--- config.mk ---
export PLATFORM = sky130hd
export DESIGN_NAME = led_pwm
export DESIGN_NICKNAME = d
export VERILOG_FILES = /design/src/rtl/led_pwm.sv
export SDC_FILE = /design/constraint.sdc
export NUM_CORES = 1
export LEC_CHECK = 0
export BUFFER_PORTS_ARGS = -buffer_cell sky130_fd_sc_hd__buf_2
export CAP_MARGIN = 20
export CORE_UTILIZATION = 40
export CTS_CLUSTER_SIZE = 20
export DETAILED_ROUTE_END_ITERATION = 12
export HOLD_SLACK_MARGIN = 0.08
export PLACE_DENSITY_LB_ADDON = 0.25
export SLEW_MARGIN = 20
export SYNTH_ARGS = -nofsm -noshare
export SYNTH_HDL_FRONTEND = slang
export SYNTH_SLANG_ARGS = --single-unit
export TNS_END_PERCENT = 30
--- constraint.sdc ---
create_clock -name clk -period 2.9 [get_ports clk]
set_input_delay 0.725 -clock clk [delete_from_list [all_inputs] [get_ports clk]]
set_output_delay 0.725 -clock clk [all_outputs]
set_load 0.005 [all_outputs]
--- src/rtl/led_pwm.sv ---
// rtl/led_pwm.sv - 8-channel memory-mapped LED PWM controller with double-buffered duty
module led_pwm #(
    parameter logic [7:0] RESET_PRESCALER = 8'd0
) (
    input  logic        clk,
    input  logic        reset,
    input  logic [31:0] address_in,
    input  logic        sel_in,
    input  logic        read_in,
    output logic [31:0] read_value_out,
    input  logic [3:0]  write_mask_in,
    input  logic [31:0] write_value_in,
    output logic        ready_out,
    output logic [7:0]  leds_out
);

    localparam logic [1:0] REG_CTRL    = 2'd0;
    localparam logic [1:0] REG_DUTY_LO = 2'd1;
    localparam logic [1:0] REG_DUTY_HI = 2'd2;
    localparam logic [1:0] REG_STATUS  = 2'd3;

    logic        enable;
    logic [7:0]  presc;
    logic [7:0]  pcnt;
    logic [7:0]  cnt;
    logic        wrap;
    // Channel i duty lives in bits [8*i+7:8*i]; low word is DUTY_LO, high word DUTY_HI.
    logic [63:0] shadow;
    logic [63:0] active;

    logic [1:0]  reg_sel;
    logic        tick;
    logic        wrap_tick;
    logic        wrap_clear;
    logic        unused_inputs;

    assign reg_sel    = address_in[3:2];
    // The >= (not ==) makes a prescaler shrink below pcnt tick at once instead of running through 255.
    assign tick       = enable && (pcnt >= presc);
    assign wrap_tick  = tick && (cnt == 8'hff);
    assign wrap_clear = sel_in && (reg_sel == REG_STATUS) && write_mask_in[1] && write_value_in[8];
    assign ready_out  = sel_in;

    // Reads have no side effects, so the strobe and undecoded address bits are not needed.
    assign unused_inputs = ^{read_in, address_in[31:4], address_in[1:0]};

    // CTRL register: enable and prescaler reload, each byte lane written independently
    always_ff @(posedge clk or negedge reset) begin
        if (!reset) begin
            enable <= 1'b0;
            presc  <= RESET_PRESCALER;
        end else if (sel_in && (reg_sel == REG_CTRL)) begin
            if (write_mask_in[0]) enable <= write_value_in[0];
            if (write_mask_in[1]) presc  <= write_value_in[15:8];
        end
    end

    // Bus-visible shadow duty values, one byte lane per channel
    always_ff @(posedge clk or negedge reset) begin
        if (!reset) begin
            shadow <= '0;
        end else if (sel_in) begin
            for (int b = 0; b < 4; b++) begin
                if (write_mask_in[b] && (reg_sel == REG_DUTY_LO))
                    shadow[8*b +: 8] <= write_value_in[8*b +: 8];
                if (write_mask_in[b] && (reg_sel == REG_DUTY_HI))
                    shadow[32 + 8*b +: 8] <= write_value_in[8*b +: 8];
            end
        end
    end

    // Compare duty: tracks shadow while disabled, otherwise reloads only at the period wrap
    always_ff @(posedge clk or negedge reset) begin
        if (!reset) begin
            active <= '0;
        end else if (!enable || wrap_tick) begin
            active <= shadow;
        end
    end

    // Prescaler and period counters, held at zero while disabled
    always_ff @(posedge clk or negedge reset) begin
        if (!reset) begin
            pcnt <= '0;
            cnt  <= '0;
        end else if (!enable) begin
            pcnt <= '0;
            cnt  <= '0;
        end else if (tick) begin
            pcnt <= '0;
            cnt  <= cnt + 8'd1;
        end else begin
            pcnt <= pcnt + 8'd1;
        end
    end

    // Sticky wrap flag; a set on the wrap tick beats a simultaneous write-1-to-clear
    always_ff @(posedge clk or negedge reset) begin
        if (!reset) begin
            wrap <= 1'b0;
        end else if (wrap_tick) begin
            wrap <= 1'b1;
        end else if (wrap_clear) begin
            wrap <= 1'b0;
        end
    end

    // Registered PWM compare against the pre-edge counter and active duty
    always_ff @(posedge clk or negedge reset) begin
        if (!reset) begin
            leds_out <= '0;
        end else if (!enable) begin
            leds_out <= '0;
        end else begin
            for (int i = 0; i < 8; i++) begin
                leds_out[i] <= (cnt < active[8*i +: 8]);
            end
        end
    end

    // Single-cycle read mux; drives zero when not selected so the bus can OR slaves
    always_comb begin
        read_value_out = '0;
        if (sel_in) begin
            case (reg_sel)
                REG_CTRL:    read_value_out = {16'h0000, presc, 7'h00, enable};
                REG_DUTY_LO: read_value_out = shadow[31:0];
                REG_DUTY_HI: read_value_out = shadow[63:32];
                default:     read_value_out = {23'h000000, wrap, leds_out};
            endcase
        end
    end

endmodule
* Word-level counts from Yosys, hierarchy flattened
Cells that the tools add are included.
** Word-level totals
- Register bits after elaboration :: 162
- Bits of input ports :: 72
- Output and inout bits :: 41
- Logic and storage cells :: 68
** Operators by class
- Add/sub/neg operators :: 2
- Order comparisons :: 9
- Equality and inequality tests :: 5
- Mux-type cells :: 9
- Reduce and logical (&&, ||, !) cells :: 28
** Operators with widths (number)
- one-hot mux 32 bit (3 select lines) :: 1
- < comparator 8 bit :: 8
- 2-to-1 mux 8 bit :: 5
- 2-to-1 mux 32 bit :: 1
- AND reduction 2 bit :: 10
- adder 8 x 1 -> 8 bit, second input constant :: 2
- logical AND 1 bit :: 14
- equality test 8 bit, second input constant :: 1
- greater-or-equal comparator 8 bit :: 1
- equality test 2 bit, second input constant :: 2
- equality test 2 x 1 -> 1 bit, second input constant :: 1
- logical NOT 2 bit :: 1
- 2-to-1 mux 1 bit :: 2
- != test 2 x 1 -> 1 bit, second input constant :: 1
- nonzero test 2 bit :: 1
- logical NOT 1 bit :: 1
- logical OR 1 bit :: 1

* Logic depth before layout (Yosys ltp)
- Depth after elaboration :: 6
- Gate-level depth with buffers :: 8
- Mapped depth without buffers :: 7

* Least setup slack after synthesis
Ideal clock, no wire load.
- Path type :: input port to output port
- Start :: input port address_in[3]
- End :: output port read_value_out[8]
- Data arrival time :: 1831 ps
- Required time :: 2175 ps
- Setup slack :: 344 ps
- Cell stages on the path :: 4
- Cells stage by stage :: clkbuf_1 buf_2 mux4_2 and2_1
** On the way
- Word-level cells in the longest chain between the ends :: 3
** RTL lines
- start, declared :: RTL line 7 : input logic [31:0] address_in,
- equality test 2 bit, or another cell as far along :: RTL line 125 : case (reg_sel)
- one-hot mux 32 bit (3 select lines) * :: RTL line 125
- 2-to-1 mux 32 bit * :: RTL line 124 : if (sel_in) begin
- end, declared :: RTL line 10 : output logic [31:0] read_value_out,
Every way passes the cells marked *; elsewhere a longest branch is shown, timed or not.

* Worst setup path in the final report
- Start :: input port address_in[3]
- End :: output port read_value_out[16]
The elaborated chain is that of the path after synthesis.

==> flow_summary.toml <==
[route]
via_per_inst = 5.11
num_vias = 5652
drc = 0
drtIter0Drc = 207
wirelength_um = 18600
antenna_left = 0
routed-wl-met3_um = 427
firstDrtPassIters = 5
post_drt_wl_per_cell_um = 16.8
dr_wl_met2_um = 9010
m1WireLength_um = 8960
highest_layer = "met4"

[grt]
grt_max_degree = 58
gr-usage-all-layers_pct = 18.4
overflow = 0
antenna_found_initial = 0
grt_pass1_vias = 5745
grt_pass1_wl_um = 30700

[setup_path]
cpPeakStageDelay_ns = 0.31
cp.required_ns = 2.17
start_kind = "input pin"
crit_fanout = 19
end_kind = "primary output"
path_class = "in -> out"
crit_path_cell_trace = "buf_2 -> buf_4 -> nor2b_2 -> buf_4 -> a22oi_1 -> nor2b_1 -> buf_2"
cpMaxStageDelayCell = "buf_4"
cp_data_arrival_time_ns = 2.00

[synthesis]
syn-cell-area_sq_um = 8500
synth_area_leaders = "dfrtp_1 (48%), mux2_2 (15%), ha_1 (9.7%)"
yosysMostFrequentCell = "dfrtp_1"
synth-async-reset-ratio_pct = 100
ys_types = 41
syn_nets = 865
synth_top_cell_by_area = "dfrtp_1"
syn_area_per_cell_sq_um = 11.7
postSynthCellCount = 727
yosysSeqAreaShare_pct = 47.7
ys_warn_count = 0
synth-edff-count = 0
synth-main-ff-cell = "dfrtp_1"
ys_ff_latch = 162
synth_top_cell_area_share_pct = 47.7
ys_top_cells_by_count = "dfrtp_1 (162), mux2_2 (115), inv_1 (69), ha_1 (66), nor2b_1 (37)"

[pwr]
pwr-share-seq_pct = 45.1
p_sw_mw = 2.19
p_int_mw = 5.21
p_clk_share_pct = 29.3
power_mw = 7.40
ir_worst_vdd_uv = 387
p_leak_nw = 4.73
swShare_pct = 29.6
powerDensity_nw_per_um2 = 748
combPwrFrac_pct = 25.6

[floorplanning]
num_io_pins = 113
die_w_um = 148
die_y_um = 148
die_area_sq_um = 21800
core-area_sq_um = 20600
rows = 52
start_util_pct = 41.3

[cts]
htree_levels = 4
cts_resized = 0
numCtsBuffers = 17
ctsHoldBuffers = 0
clockBufferDepth = 2
cts.sinks = 162
post_cts_buffers = 0
cts_tree = "built"
clk_pin_slew_ns = 0.06
clockRootBuffer = "clkbuf_16"
insertion_delay_ns = 0.43

[sta]
finalHoldViolations = 0
tns_ns = 0
fin_crit_sh_pct = 93.9
max_freq_mhz = 367
worstMarginPinSlew_ns = 0.625
rsz0062_at_grt = "false"
maxSlewViolCount = 0
hold_ws_ns = 0.236
fin_crit_ns = 2.72
slew-limit-headroom_pct = 57.8
fin_skew_ns = 0.00836
finalSetupViolCount = 0

[placed_design]
routabilityCongestion = 0.757
hpwl_um = 13300
io_buffers = 81

[layout]
layout-drive-gt1-share_pct = 30.9
diodes = 0
utilization_pct = 48.1
fin_nets = 961
fill_cells = 1928
area_delta_synth_final_pct = 16.4

[hold_path]
hold_path_class = "in -> async"

[run_status]
status = "complete, no violations"

[job]
drv_cap = 0
## path summary, 6_finish.rpt
kind	end	cells after the start	slack (ns)	start
setup / recovery	read_value_out[16]	7	0.18	address_in[3]
hold / removal	active[10]$_DFFE_PN0P_	1	0.24	reset
setup reg to reg	active[26]$_DFFE_PN0P_	8	0.55	pcnt[0]$_DFF_PN0_
hold reg to reg	active[9]$_DFFE_PN0P_	1	0.49	active[9]$_DFFE_PN0P_
max in group asynchronous	shadow[28]$_DFFE_PN0P_	2	1.97	reset
min in group clk	active[9]$_DFFE_PN0P_	1	0.49	active[9]$_DFFE_PN0P_
## state kept, by name, summed over array words and instances, names as in the netlist
register,count
shadow,64
active,64
presc,8
leds_out,8
enable,1
cnt,8
wrap,1
pcnt,8
## cell families (layout without fill, tap and decap cells)
family / Yosys count / count (layout) / share of synthesized area, %
mux: 146 / 146 / 19.5
fa+ha+maj: 66 / 66 / 9.71
compound gates: 108 / 108 / 8.73
buf+inv: 97 / 205 / 4.89
flops: 162 / 162 / 47.7
xor+xnor: 7 / 7 / 0.721
simple gates: 141 / 141 / 8.76
## cell usage in the layout (no fill, tap or decap), drive strengths merged, types with 4 or more instances in the layout
cell / n
and2: 10
a21o: 12
a31oi: 4
a21boi: 6
and3: 4
a211oi: 4
a22oi: 23
nor2: 14
o21ai: 31
nand2b: 9
o311ai: 4
mux2: 137
nand2: 31
clkbuf: 19
nor2b: 37
xnor2: 4
nand3: 25
clkinvlp: 5
buf: 105
or3: 6
mux2i: 7
ha: 66
dfrtp: 162
a21oi: 15
inv: 71
o31ai: 5
## power groups by stage
stage	clock network, mW	logic, mW	registers (mW)
2_1_floorplan	0	1.44	3.22
3_3_place_gp	0	1.87	3.36
3_5_place_dp	0	1.92	3.38
4_1_cts	2.22	1.93	3.34
5_1_grt	2.33	2.16	3.43
6_report	2.17	1.90	3.34
## area by class of cell
type | instances | area, sq um | area share (%)
Clock buffer | 19 | 433 | 4.37
Clock inverter | 12 | 134 | 1.35
Inverter | 69 | 259 | 2.62
Multi-Input combinational cell | 468 | 4040 | 40.8
Sequential cell | 162 | 4050 | 41.0
Tap cell | 270 | 338 | 3.41
Timing Repair Buffer | 105 | 642 | 6.49
## stage by stage
| stage | setup WS, ns | cells | instance area [sq um] |
|---|---|---|---|
| after global routing | 0.0155 | 1105 | 9900 |
| final | 0.178 | 1105 | 9900 |
| after floorplan | 0.344 | 727 | 8500 |
| after detailed placement | 0.174 | 1074 | 9330 |
| after CTS | 0.163 | 1105 | 9900 |
| after global placement | 0.183 | 1074 | 9330 |
## worst max-delay path, delay by kind of cell
family	cells	cell delay, ns
buffers and inverters	4	0.86
AND/OR/NAND/NOR	2	0.28
AO/OA/AOI/OAI	1	0.12
## per-layer routing
metal,vias up,GRT usage (%)
li1,2734,-
met5,-,0
met3,17,3.27
met1,2825,24.8
met2,76,30.6
met4,0,4.43
Power figures use the tool's default switching activity.
